**src/rtl/demux_o4_x1_buf_pkg.sv**
```systemverilog
// Shared constants for the buffered 1-to-4 demultiplexer: lane select codes,
// default word width and a select-to-one-hot decode helper.
package demux_o4_x1_buf_pkg;

  localparam int DEFAULT_DATA_WIDTH = 32;

  localparam logic [1:0] LANE_RF  = 2'b00;
  localparam logic [1:0] LANE_MEM = 2'b01;
  localparam logic [1:0] LANE_CP0 = 2'b10;
  localparam logic [1:0] LANE_DBG = 2'b11;

  function automatic logic [3:0] lane_onehot(input logic [1:0] sel);
    logic [3:0] onehot;
    case (sel)
      LANE_RF:  onehot = 4'b0001;
      LANE_MEM: onehot = 4'b0010;
      LANE_CP0: onehot = 4'b0100;
      LANE_DBG: onehot = 4'b1000;
      default:  onehot = 4'b0000;
    endcase
    return onehot;
  endfunction

endpackage

```
**src/rtl/demux_o4_x1_buf_lane_fifo.sv**
```systemverilog
// One lane of the demultiplexer: a first-word-fall-through FIFO whose head word
// is driven from registered storage and forced to zero while the lane is empty.
module demux_lane_fifo
  import demux_o4_x1_buf_pkg::*;
#(
  parameter int  DATA_WIDTH = DEFAULT_DATA_WIDTH,
  parameter int  DEPTH      = 2,
  localparam int CNT_W      = $clog2(DEPTH + 1),
  localparam int PTR_W      = $clog2(DEPTH)
) (
  input  logic                  i_clk,
  input  logic                  i_rst_n,
  input  logic                  i_push,
  input  logic [DATA_WIDTH-1:0] i_data,
  input  logic                  i_pop,
  output logic [DATA_WIDTH-1:0] o_data,
  output logic                  o_valid,
  output logic                  o_full,
  output logic [CNT_W-1:0]      o_count
);

  logic [DATA_WIDTH-1:0] mem_r [DEPTH];
  logic [PTR_W-1:0]      wr_ptr_r;
  logic [PTR_W-1:0]      rd_ptr_r;
  logic [CNT_W-1:0]      count_r;
  logic                  valid_s;
  logic                  full_s;
  logic                  push_s;
  logic                  pop_s;

  // Occupancy flags and guarded push/pop strobes (no overflow, no underflow).
  always_comb begin
    valid_s = (count_r != {CNT_W{1'b0}});
    full_s  = (count_r == CNT_W'(DEPTH));
    push_s  = i_push && !full_s;
    pop_s   = i_pop && valid_s;
  end

  // Storage needs no reset: the empty flag masks whatever it holds.
  always_ff @(posedge i_clk) begin
    if (push_s) begin
      mem_r[wr_ptr_r] <= i_data;
    end
  end

  // Pointers wrap naturally because DEPTH is a power of two.
  always_ff @(posedge i_clk or negedge i_rst_n) begin
    if (!i_rst_n) begin
      wr_ptr_r <= {PTR_W{1'b0}};
      rd_ptr_r <= {PTR_W{1'b0}};
    end else begin
      if (push_s) begin
        wr_ptr_r <= wr_ptr_r + PTR_W'(1);
      end
      if (pop_s) begin
        rd_ptr_r <= rd_ptr_r + PTR_W'(1);
      end
    end
  end

  // Occupancy counter; a simultaneous push and pop leaves it unchanged.
  always_ff @(posedge i_clk or negedge i_rst_n) begin
    if (!i_rst_n) begin
      count_r <= {CNT_W{1'b0}};
    end else begin
      case ({push_s, pop_s})
        2'b10:   count_r <= count_r + CNT_W'(1);
        2'b01:   count_r <= count_r - CNT_W'(1);
        default: count_r <= count_r;
      endcase
    end
  end

  // Head word, zero while the lane is empty so outputs never carry stale data.
  always_comb begin
    if (valid_s) begin
      o_data = mem_r[rd_ptr_r];
    end else begin
      o_data = {DATA_WIDTH{1'b0}};
    end
    o_valid = valid_s;
    o_full  = full_s;
    o_count = count_r;
  end

endmodule

```
**src/rtl/demux_o4_x1_buf.sv**
```systemverilog
// Buffered 1-to-4 demultiplexer: steers each accepted word into one of four
// independently drained lane FIFOs selected by i_control.
module demux_o4_x1_buf
  import demux_o4_x1_buf_pkg::*;
#(
  parameter int  DATA_WIDTH = DEFAULT_DATA_WIDTH,
  parameter int  DEPTH      = 2,
  localparam int CNT_W      = $clog2(DEPTH + 1)
) (
  input  logic                  i_clk,
  input  logic                  i_rst_n,
  input  logic [DATA_WIDTH-1:0] i_data,
  input  logic [1:0]            i_control,
  input  logic                  i_valid,
  output logic                  o_ready,
  output logic [DATA_WIDTH-1:0] o_data0,
  output logic [DATA_WIDTH-1:0] o_data1,
  output logic [DATA_WIDTH-1:0] o_data2,
  output logic [DATA_WIDTH-1:0] o_data3,
  output logic [3:0]            o_valid,
  input  logic [3:0]            i_ready,
  output logic [CNT_W-1:0]      o_count0,
  output logic [CNT_W-1:0]      o_count1,
  output logic [CNT_W-1:0]      o_count2,
  output logic [CNT_W-1:0]      o_count3
);

  logic [DATA_WIDTH-1:0] lane_data_s  [4];
  logic [CNT_W-1:0]      lane_count_s [4];
  logic [3:0]            lane_valid_s;
  logic [3:0]            lane_full_s;
  logic [3:0]            push_sel_s;
  logic [3:0]            pop_sel_s;

  // A full lane stays not-ready even if it drains this cycle (no pass-through).
  always_comb begin
    case (i_control)
      LANE_RF:  o_ready = !lane_full_s[0];
      LANE_MEM: o_ready = !lane_full_s[1];
      LANE_CP0: o_ready = !lane_full_s[2];
      LANE_DBG: o_ready = !lane_full_s[3];
      default:  o_ready = 1'b0;
    endcase
  end

  // Select decode for the push and consumer-side pop gating.
  always_comb begin
    push_sel_s = lane_onehot(i_control) & {4{i_valid && o_ready}};
    pop_sel_s  = i_ready & lane_valid_s;
  end

  for (genvar k = 0; k < 4; k++) begin : g_lane
    demux_lane_fifo #(
      .DATA_WIDTH (DATA_WIDTH),
      .DEPTH      (DEPTH)
    ) u_fifo (
      .i_clk   (i_clk),
      .i_rst_n (i_rst_n),
      .i_push  (push_sel_s[k]),
      .i_data  (i_data),
      .i_pop   (pop_sel_s[k]),
      .o_data  (lane_data_s[k]),
      .o_valid (lane_valid_s[k]),
      .o_full  (lane_full_s[k]),
      .o_count (lane_count_s[k])
    );
  end

  // Flatten the per-lane results onto the named output ports.
  always_comb begin
    o_valid  = lane_valid_s;
    o_data0  = lane_data_s[0];
    o_data1  = lane_data_s[1];
    o_data2  = lane_data_s[2];
    o_data3  = lane_data_s[3];
    o_count0 = lane_count_s[0];
    o_count1 = lane_count_s[1];
    o_count2 = lane_count_s[2];
    o_count3 = lane_count_s[3];
  end

endmodule
```
**config.mk**
```make
export PLATFORM = sky130hd
export DESIGN_NAME = demux_o4_x1_buf
export DESIGN_NICKNAME = d
export VERILOG_FILES = /design/src/rtl/demux_o4_x1_buf_pkg.sv /design/src/rtl/demux_o4_x1_buf_lane_fifo.sv /design/src/rtl/demux_o4_x1_buf.sv
export SDC_FILE = /design/constraint.sdc
export NUM_CORES = 1
export LEC_CHECK = 0
export ABC_AREA = 1
export CORE_UTILIZATION = 45
export CTS_CLUSTER_DIAMETER = 50
export DETAILED_ROUTE_END_ITERATION = 7
export PLACE_DENSITY = 0.83
export SYNTH_ARGS = -nofsm -noshare
export SYNTH_HDL_FRONTEND = slang
export SYNTH_SLANG_ARGS = --single-unit
```
**constraint.sdc**
```tcl
create_clock -name i_clk -period 2.59 [get_ports i_clk]
set_input_delay 0.518 -clock i_clk [delete_from_list [all_inputs] [get_ports i_clk]]
set_output_delay 0.518 -clock i_clk [all_outputs]
set_load 0.02 [all_outputs]
```
==> results of run 1 <==
==> registers in the layout, indices dropped and copies added (netlist names) <==
register,cells
g_lane.u_fifo.mem_r,256
g_lane.u_fifo.wr_ptr_r,4
g_lane.u_fifo.o_count,8
g_lane.u_fifo.rd_ptr_r,4
==> cell families (layout without fill, tap and decap cells) <==
kind of cell	after synthesis	in the layout	synth area share, %
simple gates	294	294	10.8
fa+ha+maj	4	4	0.482
compound gates	138	138	6.67
buf+inv	74	306	3.15
xor+xnor	13	13	1.10
flops	272	272	77.8
==> Yosys cell counts <==
| cell type | instances | share of area (%) |
|---|---|---|
| sky130_fd_sc_hd__dfrtp_1 | 16 | 3.9 |
| sky130_fd_sc_hd__o21ai_0 | 4 | 0.19 |
| sky130_fd_sc_hd__buf_4 | 4 | 0.29 |
| sky130_fd_sc_hd__nand4_1 | 3 | 0.18 |
| sky130_fd_sc_hd__nand3_2 | 1 | 0.096 |
| sky130_fd_sc_hd__xor2_1 | 6 | 0.51 |
| sky130_fd_sc_hd__inv_1 | 29 | 1.0 |
| sky130_fd_sc_hd__a21oi_1 | 133 | 6.4 |
| sky130_fd_sc_hd__nor2_2 | 1 | 0.060 |
| sky130_fd_sc_hd__edfxtp_1 | 256 | 74 |
| sky130_fd_sc_hd__clkbuf_1 | 13 | 0.47 |
| sky130_fd_sc_hd__xnor2_1 | 7 | 0.59 |
| sky130_fd_sc_hd__nor2_1 | 17 | 0.61 |
| sky130_fd_sc_hd__o211ai_1 | 1 | 0.072 |
| sky130_fd_sc_hd__ha_1 | 4 | 0.48 |
| sky130_fd_sc_hd__nand2_1 | 272 | 9.8 |
| sky130_fd_sc_hd__buf_2 | 28 | 1.3 |
==> layout make-up <==
type | instances | area (µm²)
Timing Repair Buffer | 228 | 2310
Inverter | 29 | 109
Clock buffer | 32 | 704
Fill cell | 1684 | 8860
Multi-Input combinational cell | 449 | 2040
Clock inverter | 17 | 166
Sequential cell | 272 | 8090
Tap cell | 285 | 357
==> worst paths after layout <==
| check | to | from | slack (ns) | depth (start not counted) |
|---|---|---|---|---|
| setup / recovery | o_valid[1] | g_lane[1].u_fifo.o_count[0]$_DFFE_PN0P_ | 0.07 | 4 |
| hold / removal | g_lane[3].u_fifo.o_count[1]$_DFFE_PN0P_ | i_rst_n | 0.47 | 1 |
| setup reg to reg | g_lane[1].u_fifo.o_count[1]$_DFFE_PN0P_ | g_lane[1].u_fifo.o_count[0]$_DFFE_PN0P_ | 0.61 | 7 |
| hold reg to reg | g_lane[1].u_fifo.wr_ptr_r$_DFFE_PN0N_ | g_lane[1].u_fifo.wr_ptr_r$_DFFE_PN0N_ | 0.50 | 2 |
| max in group asynchronous | g_lane[2].u_fifo.rd_ptr_r$_DFFE_PN0P_ | i_rst_n | 1.54 | 1 |
| min in group i_clk | g_lane[1].u_fifo.wr_ptr_r$_DFFE_PN0N_ | g_lane[1].u_fifo.wr_ptr_r$_DFFE_PN0N_ | 0.50 | 2 |
==> worst max-delay path: stages, from the launching register on <==
cell and delay, ns:
sky130_fd_sc_hd__dfrtp_1 0.46, sky130_fd_sc_hd__nor2_4 0.22, sky130_fd_sc_hd__buf_12 0.20, sky130_fd_sc_hd__inv_1 0.06, sky130_fd_sc_hd__clkdlybuf4s50_1 0.53
==> routing by layer <==
| layer | part of all wire (%) | up-vias | GRT usage (%) |
|---|---|---|---|
| li1 | - | 3179 | - |
| met1 | 39 | 3455 | 29.0 |
| met2 | 51 | 346 | 41.2 |
| met3 | 7.3 | 67 | 4.00 |
| met4 | 3.2 | 0 | 8.29 |
| met5 | 0 | - | 0 |
==> power groups by stage <==
stage / Sequential [W] / Clock, W / Combinational, W
2_1_floorplan: 0.00545 / 0 / 0.00369
3_3_place_gp: 0.00546 / 0 / 0.00740
3_5_place_dp: 0.00547 / 0 / 0.00751
4_1_cts: 0.00538 / 0.00386 / 0.00695
5_1_grt: 0.00542 / 0.00405 / 0.00732
6_report: 0.00539 / 0.00383 / 0.00692
==> stage by stage <==
step	setup slack (ns)	utilization [%]	cell area [µm²]	total power, W
2_1_floorplan	-0.100	-	10400	0.00914
3_3_place_gp	-0.118	57.4	13000	0.0129
3_5_place_dp	-0.136	57.4	13000	0.0130
4_1_cts	0.00765	60.8	13800	0.0162
5_1_grt	0.00394	60.9	13800	0.0168
6_report	0.0732	60.9	13800	0.0161
==> timing repair <==
action                     CTS  global route
cloned                       1             0
setup endpoints to repair  122            15
buffers inserted             1             1
resized for setup          123            17
hold buffers                 0             0
pin swaps                    2             1
==> key figures, run 1 <==
Run
  – Max Cap Viol: 0

Routing
  – First drt pass iteration count: 6
  – DRC errors left: 0
  – Sum of routed wire length over all layers: 27,400 µm
  – Post-DRT Antenna Nets: 0
  – Routed length per instance: 20.9 µm
  – Mean number of vias per cell: 5.37
  – Detailed Route Iter0 Violations: 560
  – Vias after detailed routing: about 7,000

Min path
  – Hold Crit Class: input pin to asynchronous set/reset pin

Clock tree
  – Clk buf depth: 3
  – H-tree Lvls: 1
  – Clock transition at the register clock pins on the worst setup and hold paths after CTS: 0.06 ns
  – Clk Latency, worst-skew pair: 0.53 ns
  – CTS Root Cell: sky130_fd_sc_hd__clkbuf_16
  – Inserted Clock Buffers: 27
  – Clock tree from TritonCTS: built
  – Clock sink total: approximately 270

Cells and area
  – Leading cell types in the layout, fill and taps excluded: 272 x sky130_fd_sc_hd__nand2_1, 256 x sky130_fd_sc_hd__edfxtp_1, 133 x sky130_fd_sc_hd__a21oi_1
  – Area delta synth->final: 32.6%
  – Share of cells above drive strength 1: 10.4%
  – Most frequent standard cell in the layout excluding fill and tap cells: sky130_fd_sc_hd__nand2_1
  – Number of standard cells in the final layout excluding fillers: between 1,000 and 1,500
  – # diodes: 0
  – # nets final: about 1,100

Timing
  – Total Neg Setup Slack: 0 ns
  – Setup repair after global routing missed its margin: no
  – Final worst-path cycle share: 97.2%
  – Highest attainable clock frequency: 397 MHz
  – Number of setup violations in the final report: 0
  – Max-slew violation count: 0
  – Final hold violation count: 0
  – Final critical path time including I/O delays and setup: 2.52 ns
  – Worst rel slew slack: between 40% and 50%
  – Hold slack: between 0.4 and 0.5 ns
  – Clock tree skew after final layout: between 0.01 and 0.015 ns
  – Tightest Pin Transition: around 0.84 ns

Setup path
  – Crit Path Max Fanout: 16
  – Crit path arrival time: 2.00 ns
  – Req. time, crit path: between 2 and 2.5 ns
  – Element type at the critical path end: primary output
  – Critical path start-end classification: register to primary output
  – Critical path launch point type: register

Floorplanning
  – Chip Width: between 150 and 200 µm
  – Number of rows created at floorplan: 55
  – Die H: roughly 150 µm
  – Area of the die: 23,700 µm²
  – Standard cell core area: between 20,000 and 25,000 µm²
  – Initial Utilization: a little under half
  – I/O pin cnt: 182

Pwr
  – PwrDens: ~1200 nW/µm²
  – Fraction of power consumed by sequential logic: 33.4%
  – Clock share of power: around a quarter
  – Combinational power share: 42.9%
  – Fraction of power spent switching nets: 39.1%
  – LEAKAGE: approximately 5.4 nW
  – Cell internal pwr: 0.00982 W
  – Switching component of the power: 0.00631 W
  – Maximum vdd drop: about 0.72 mV

GRT
  – Pin count of the biggest net entering global routing: 35
  – Number of antenna violations at the first check in global routing: 0
  – Number of global-route vias before repair: 7,332
  – Global-route wire length before repair: about 41,000 µm
  – GRT Resource Usage Total: 23.4%
  – Remaining Overflow, GRT: 0

Logic synthesis
  – Number of different library cells in the post-synthesis netlist: 17
  – Cell Area, Synth: roughly 10,000 µm²
  – Synth warn: 0
  – Number of instances in the synthesized netlist: slightly below 800
  – Number of storage elements in the synthesis netlist: between 200 and 300
  – Mean post-synth cell area: about 13 µm²
  – Proportion of synthesized chip area in sequential cells: 77.8%
  – Post-Syn Nets: 840

Placement
  – Count of buffers inserted at the top-level ports: about 180
  – Routability cong.: 0.800
  – Total instance count after detailed placement: between 1,000 and 1,500
  – Placed wire-length estimate: 17,500 µm

Status
  – Run status: completed
(Power assumes the default switching activity.)
==> inputs of run 2 (changes only) <==
--- a/config.mk
+++ b/config.mk
@@ -10,6 +10,8 @@
 export CTS_CLUSTER_DIAMETER = 50
 export DETAILED_ROUTE_END_ITERATION = 7
 export PLACE_DENSITY = 0.83
+export SLEW_MARGIN = 10
 export SYNTH_ARGS = -nofsm -noshare
 export SYNTH_HDL_FRONTEND = slang
+export SYNTH_HIERARCHICAL = 1
 export SYNTH_SLANG_ARGS = --single-unit
==> run 2 against run 1 <==
Synthesized cell count increased by 5.5%. Utilization is 0.97 points lower. Register-to-register slack worse by 0.23 ns. First-iteration DRC count rose by 5.5%. Via count up 2.3%. Critical path type unchanged. Sequential power increased by 1%. Routed wire length shrank 3.7%. Clock power increased by 6.3%.
==> key figures, run 2 <==
Logic synthesis
  – Mean post-synth cell area: 12.8 µm²
  – Cell type with the largest total area after synthesis: sky130_fd_sc_hd__edfxtp_1
  – Proportion of synthesized chip area in sequential cells: around 75%
  – Proportion of synthesized flip-flops having asynchronous set or reset: 5.88%
  – Area share of the largest cell type after synthesis: 71.5%
  – Predominant post-synthesis flop cell: sky130_fd_sc_hd__edfxtp_1
  – Cell Area, Synth: 10,700 µm²
  – Cells taking the most area after synthesis: sky130_fd_sc_hd__edfxtp_1 72%, sky130_fd_sc_hd__nand2_1 10%, sky130_fd_sc_hd__a21oi_1 4.6%, sky130_fd_sc_hd__dfrtp_1 3.7%, sky130_fd_sc_hd__a21oi_2 2.4%
  – Post-Syn Nets: between 800 and 900
  – Number of storage elements in the synthesis netlist: 272
  – Number of flops mapped to enable cells by yosys: 256
  – Synth cell count leaders: 295 x sky130_fd_sc_hd__nand2_1, 256 x sky130_fd_sc_hd__edfxtp_1, 99 x sky130_fd_sc_hd__a21oi_1, 43 x sky130_fd_sc_hd__inv_1, 29 x sky130_fd_sc_hd__a21oi_2
  – Most instantiated library cell after synthesis: sky130_fd_sc_hd__nand2_1
  – Number of instances in the synthesized netlist: approximately 840
  – Synth warn: 6
  – Number of different library cells in the post-synthesis netlist: 23

Cells and area
  – Most frequent standard cell in the layout excluding fill and tap cells: sky130_fd_sc_hd__nand2_1
  – # diodes: 0
  – Leading cell types in the layout, fill and taps excluded: 295 x sky130_fd_sc_hd__nand2_1, 256 x sky130_fd_sc_hd__edfxtp_1, 116 x sky130_fd_sc_hd__dlygate4sd2_1
  – # nets final: 1,091
  – Number of flip-flops in the largest register: about 260
  – Area delta synth->final: 30.8%
  – Share of cells above drive strength 1: around an eighth
  – Final std cell area, no fill: 14,100 µm²
  – Register with the highest flop count: g_lane.u_fifo/mem_r

Routing
  – Sum of routed wire length over all layers: 26,400 µm
  – Post-DRT Antenna Nets: 0
  – Routed length per instance: 19.1 µm
  – DRC errors left: 0
  – Met3 wirelength from detailed routing: 2190 µm
  – Mean number of vias per cell: 5.21
  – Detailed Route Iter0 Violations: 591
  – Met1 wire length: ~11,000 µm
  – Vias after detailed routing: just over 7,000
  – Highest routing layer actually used: met4
  – First drt pass iteration count: 5
  – Met2 routed wirelength: 13,100 µm

Setup path
  – Req. time, crit path: approximately 2.1 ns
  – Critical path start-end classification: register to primary output
  – Reg2Reg Depth: 12
  – Crit path arrival time: 2.03 ns
  – Element type at the critical path end: primary output
  – Worst flop-to-flop path endpoint: g_lane[1].u_fifo/o_count[1]$_DFFE_PN0P_
  – Crit Path Max Fanout: 17
  – Reg2Reg Setup Slack: 0.38 ns
  – Worst flop-to-flop path startpoint: g_lane[3].u_fifo/o_count[1]$_DFFE_PN0P_
  – Critical path launch point type: register

Status
  – Run status: completed

Timing
  – Tightest Pin Transition: 0.818 ns
  – Max-slew violation count: 0
  – Final worst-path cycle share: a little over nine tenths
  – Clock tree skew after final layout: 0.0113 ns
  – Worst rel slew slack: between 40% and 50%
  – Final critical path time including I/O delays and setup: around 2.5 ns
  – Number of setup violations in the final report: 0
  – Final hold violation count: 0
  – Worst-case setup margin in the final layout: 0.0424 ns
  – Highest attainable clock frequency: 393 MHz

Floorplanning
  – Standard cell core area: 23,500 µm²
  – I/O pin cnt: 182
  – Number of rows created at floorplan: 56
  – Chip Width: roughly 160 µm
  – Die H: 157 µm
  – Initial Utilization: a little under half
  – Area of the die: 24,500 µm²

Clock tree
  – Clk buf depth: 3
  – Clock sink total: between 200 and 300
  – H-tree Lvls: 1
  – Clock transition at the register clock pins on the worst setup and hold paths after CTS: ~0.060 ns
  – Clk Latency, worst-skew pair: between 0.5 and 0.6 ns
  – Clock tree from TritonCTS: built
  – Inserted Clock Buffers: 29
  – CTS Root Cell: sky130_fd_sc_hd__clkbuf_16

Placement
  – Routability cong.: a little over 0.8
  – Placed wire-length estimate: 17,400 µm
  – Count of buffers inserted at the top-level ports: between 150 and 200
  – Placement Cell Area: 13,200 µm²
  – Worst slack, placed: -0.0474 ns

Pwr
  – PwrDens: between 1000 and 1500 nW/µm²
  – Maximum vdd drop: 0.719 mV
  – LEAKAGE: 5.52 nW

GRT
  – GRT Resource Usage Total: between 20 and 25%
  – Pin count of the biggest net entering global routing: 36
  – Global-route wire length before repair: between 30,000 and 40,000 µm
  – Number of global-route vias before repair: 7,144
  – Remaining Overflow, GRT: 0
  – Number of antenna violations at the first check in global routing: 0

Min path
  – Hold Crit Class: input pin to asynchronous set/reset pin

Run
  – Max Cap Viol: 0
run 2: area by class of cell:
| cell class | count | area (µm²) |
|---|---|---|
| well taps | 319 | 399 |
| multi-input cells | 480 | 2260 |
| fillers | 1796 | 9420 |
| flip-flops and latches | 272 | 8100 |
| inverters | 47 | 181 |
| clock buffers | 34 | 744 |
| clock inverters | 17 | 210 |
| repair buffers | 216 | 2170 |
run 2: report_power, final:
group / leakage (nW) / total [W] / switching [W] / internal (W)
registers: 2.50 / 0.00546 / 0.000247 / 0.00521
logic: 2.55 / 0.00705 / 0.00465 / 0.00240
clock network: 0.460 / 0.00407 / 0.00161 / 0.00246
run 2: worst max-delay path: stages, from the launching register on:
cell and delay, ns:
sky130_fd_sc_hd__dfrtp_2 0.44, sky130_fd_sc_hd__inv_2 0.10, sky130_fd_sc_hd__buf_4 0.25, sky130_fd_sc_hd__nand2_1 0.08, sky130_fd_sc_hd__a21oi_1 0.25, sky130_fd_sc_hd__dlygate4sd2_1 0.38
run 2: timing repair:
item / CTS / global route
pin swaps: 1 / 0
hold buffers: 0 / 0
buffers inserted: 1 / 0
endpoints found under the setup margin: 129 / 16
gates resized for setup: 131 / 22
run 2: cells by family after synthesis:
kind of cell    count (synthesis)  share of synthesized area (%)
simple gates                  336                           12.4
flops                         272                           75.3
compound gates                136                           7.38
buf+inv                        87                           4.19
xor+xnor                        4                          0.326
fa+ha+maj                       4                          0.466
run 2: worst max path at each step:
stage	startpoint	endpoint	slack, ns
floorplan	g_lane[3].u_fifo/o_count[0]$_DFFE_PN0P_	g_lane[1].u_fifo/mem_r[1][0]$_DFFE_PP_	0.03
detailed placement	i_control[0]	g_lane[1].u_fifo/o_count[1]$_DFFE_PN0P_	-0.05
finish	g_lane[2].u_fifo/rd_ptr_r$_DFFE_PN0P_	o_data2[5]	0.04
global placement	i_control[0]	o_ready	0.02
global route	g_lane[3].u_fifo/o_count[0]$_DFFE_PN0P_	o_valid[3]	-0.0002
CTS	g_lane[0].u_fifo/rd_ptr_r$_DFFE_PN0P_	o_data0[3]	0.003
run 2: layer usage:
| metal | up-vias | global-route usage (%) |
|---|---|---|
| met2 | 346 | 37.0 |
| met4 | 0 | 7.47 |
| met3 | 40 | 3.43 |
| li1 | 3308 | - |
| met1 | 3518 | 28.8 |
| met5 | - | 0 |
run 2: per-stage QoR:
stage / instances / total power [W] / setup TNS [ns] / hold slack, ns / utilization [%]
floorplan: 839 / 0.00964 / 0 / 0.222 / -
global placement: 1333 / 0.0131 / 0 / 0.463 / 56.3
detailed placement: 1333 / 0.0133 / -0.0850 / 0.467 / 56.3
CTS: 1385 / 0.0167 / 0 / 0.470 / 59.8
global route: 1385 / 0.0173 / -0.000246 / 0.512 / 59.9
finish: 1385 / 0.0166 / 0 / 0.470 / 59.9
==> inputs of run 3 (changes only) <==
--- a/config.mk
+++ b/config.mk
@@ -8,6 +8,7 @@
 export ABC_AREA = 1
 export CORE_UTILIZATION = 45
 export CTS_CLUSTER_DIAMETER = 50
+export CTS_CLUSTER_SIZE = 16
 export DETAILED_ROUTE_END_ITERATION = 7
 export PLACE_DENSITY = 0.83
 export SLEW_MARGIN = 10
==> run 3 against run 2 <==
Routed wire length is 0.20% higher. Sequential power hardly changed. Utilization is 0.19 points lower. Worst hold slack better by 0.00061 ns. Clock power is 5% lower. Setup slack better by 0.011 ns. Final area is 0.32% lower. Clock-buffer cell count is 6 lower. Global-route usage is 0.12 points lower. Critical path type unchanged. Largest cell class unchanged. Largest power group unchanged.
==> key figures, run 3 (synthesized netlist as in run 2, its figures left out) <==
Status
  – Run status: completed

Timing
  – Number of setup violations in the final report: 0
  – Setup repair after global routing missed its margin: no
  – Highest attainable clock frequency: 394 MHz
  – Max-slew violation count: 0
  – Tightest Pin Transition: 0.818 ns
  – Final critical path time including I/O delays and setup: 2.54 ns
  – Final hold violation count: 0
  – Final worst-path cycle share: 97.9%
  – Total Neg Setup Slack: 0 ns
  – Clock tree skew after final layout: roughly 0.0082 ns
  – Worst rel slew slack: 45.3%

Placement
  – Placed wire-length estimate: 17,400 µm
  – Routability cong.: 0.805
  – Total instance count after detailed placement: ~1,300
  – Count of buffers inserted at the top-level ports: about 180

Cells and area
  – FF+latch area: 8100 µm²
  – Share of cells above drive strength 1: 13.1%
  – Most frequent standard cell in the layout excluding fill and tap cells: sky130_fd_sc_hd__nand2_1
  – Register with the highest flop count: g_lane.u_fifo/mem_r
  – # diodes: 0
  – Area delta synth->final: 30.4%
  – # nets final: 1,089
  – Core Util, Final: 59.7%
  – Number of standard cells in the final layout excluding fillers: 1,381
  – Area of the multi-input gates: 2260 µm²
  – Number of flip-flops in the largest register: 256
  – Leading cell types in the layout, fill and taps excluded: 295 x sky130_fd_sc_hd__nand2_1, 256 x sky130_fd_sc_hd__edfxtp_1, 116 x sky130_fd_sc_hd__dlygate4sd2_1
  – Filler cell count: approximately 1,800

Setup path
  – Crit path arrival time: between 2 and 2.5 ns
  – Reg2Reg Setup Slack: 0.40 ns
  – Worst flop-to-flop path endpoint: g_lane[1].u_fifo/o_count[1]$_DFFE_PN0P_
  – Worst flop-to-flop path startpoint: g_lane[3].u_fifo/o_count[1]$_DFFE_PN0P_
  – Element type at the critical path end: primary output
  – Crit Path Max Fanout: 17
  – Critical path launch point type: register
  – Req. time, crit path: 2.07 ns
  – Reg2Reg Depth: 12
  – Critical path start-end classification: register to primary output

Floorplanning
  – Chip Width: 157 µm
  – Die H: about 160 µm
  – Standard cell core area: 23,500 µm²
  – Area of the die: 24,500 µm²
  – Number of rows created at floorplan: 56
  – Initial Utilization: between 40% and 50%
  – I/O pin cnt: 182

GRT
  – Remaining Overflow, GRT: 0
  – Global-route wire length before repair: 39,200 µm
  – Pin count of the biggest net entering global routing: 36
  – Number of antenna violations at the first check in global routing: 1
  – GRT Resource Usage Total: 21.7%
  – Number of global-route vias before repair: 7,061

Routing
  – Detailed Route Iter0 Violations: 621
  – Mean number of vias per cell: approximately 5.2
  – Vias after detailed routing: around 7,200
  – First drt pass iteration count: 5
  – Sum of routed wire length over all layers: 26,500 µm
  – Routed length per instance: 19.2 µm
  – DRC errors left: 0
  – Post-DRT Antenna Nets: 0

Pwr
  – Final Power: about 0.016 W
  – PwrDens: 1170 nW/µm²
  – Maximum vdd drop: 0.717 mV
  – LEAKAGE: 5.51 nW

Clock tree
  – Clock tree from TritonCTS: built
  – Inserted Clock Buffers: 26
  – Clock sink total: 272
  – Clk buf depth: 3
  – Clk Latency, worst-skew pair: 0.52 ns
  – H-tree Lvls: 1
  – CTS Root Cell: sky130_fd_sc_hd__clkbuf_16
  – Hold-fix buffers at CTS: 0
  – Clock transition at the register clock pins on the worst setup and hold paths after CTS: 0.07 ns

Min path
  – Hold Crit Class: input pin to asynchronous set/reset pin

Run
  – Max Cap Viol: 0
-- run 3: cell types whose count changed in the layout (fill, tap and decap cells not counted), moves of 2 or more --
cell,before,now
sky130_fd_sc_hd__clkbuf_1,5,1
sky130_fd_sc_hd__clkbuf_2,5,2
sky130_fd_sc_hd__clkbuf_16,29,27
sky130_fd_sc_hd__clkinv_1,7,5
sky130_fd_sc_hd__clkinv_8,2,0
sky130_fd_sc_hd__inv_8,0,2
-- run 3: cell type report --
type	count	area share [%]
Multi-Input combinational cell	480	16.1
Tap cell	319	2.85
Clock inverter	18	1.46
Timing Repair Buffer	217	15.7
Inverter	47	1.29
Clock buffer	28	4.85
Sequential cell	272	57.8
-- run 3: timing repair --
| item | in CTS | in global routing |
|---|---|---|
| gates resized for setup | 129 | 19 |
| cloned | 0 | 0 |
| pin swaps | 1 | 0 |
| buffers inserted | 2 | 0 |
| endpoints found under the setup margin | 130 | 22 |
-- run 3: metal layers --
metal	vias to the layer above	global-route usage (%)	routed length, µm
met3	39	3.60	2230
met1	3564	28.8	10400
met2	342	36.6	13200
met5	-	0	0
li1	3298	-	-
met4	0	7.24	578
-- run 3: report_power, final --
part / internal, W / switching [W]
clock: 0.00224 / 0.00164
combinational: 0.00243 / 0.00465
sequential: 0.00521 / 0.000245
-- run 3: how the worst max path moves through the flow --
stage                                                        from  cells past startpoint  slack, ns                                 endpoint
after CTS                   g_lane[3].u_fifo/rd_ptr_r$_DFFE_PN0P_                      4      0.001                              o_data3[13]
after floorplan           g_lane[3].u_fifo/o_count[0]$_DFFE_PN0P_                      7       0.03   g_lane[1].u_fifo/mem_r[1][0]$_DFFE_PP_
final                       g_lane[2].u_fifo/rd_ptr_r$_DFFE_PN0P_                      5       0.05                               o_data2[5]
after global routing        g_lane[1].u_fifo/rd_ptr_r$_DFFE_PN0P_                      5      0.003                              o_data1[11]
after detailed placement                             i_control[0]                     11      -0.05  g_lane[1].u_fifo/o_count[1]$_DFFE_PN0P_
after global placement                               i_control[0]                      6       0.02                                  o_ready
-- run 3: critical path: stages, from the launching register on --
cell	delay, ns
sky130_fd_sc_hd__dfrtp_2	0.45
sky130_fd_sc_hd__inv_2	0.10
sky130_fd_sc_hd__buf_4	0.25
sky130_fd_sc_hd__nand2_1	0.08
sky130_fd_sc_hd__a21oi_1	0.25
sky130_fd_sc_hd__dlygate4sd2_1	0.37
-- run 3: per-stage QoR --
stage	area, µm²	setup slack, ns	hold WS (ns)
finish	14000	0.0536	0.471
global route	14000	0.00313	0.513
detailed placement	13200	-0.0474	0.467
CTS	14000	0.00142	0.480
global placement	13200	0.0182	0.463
floorplan	10800	0.0295	0.222
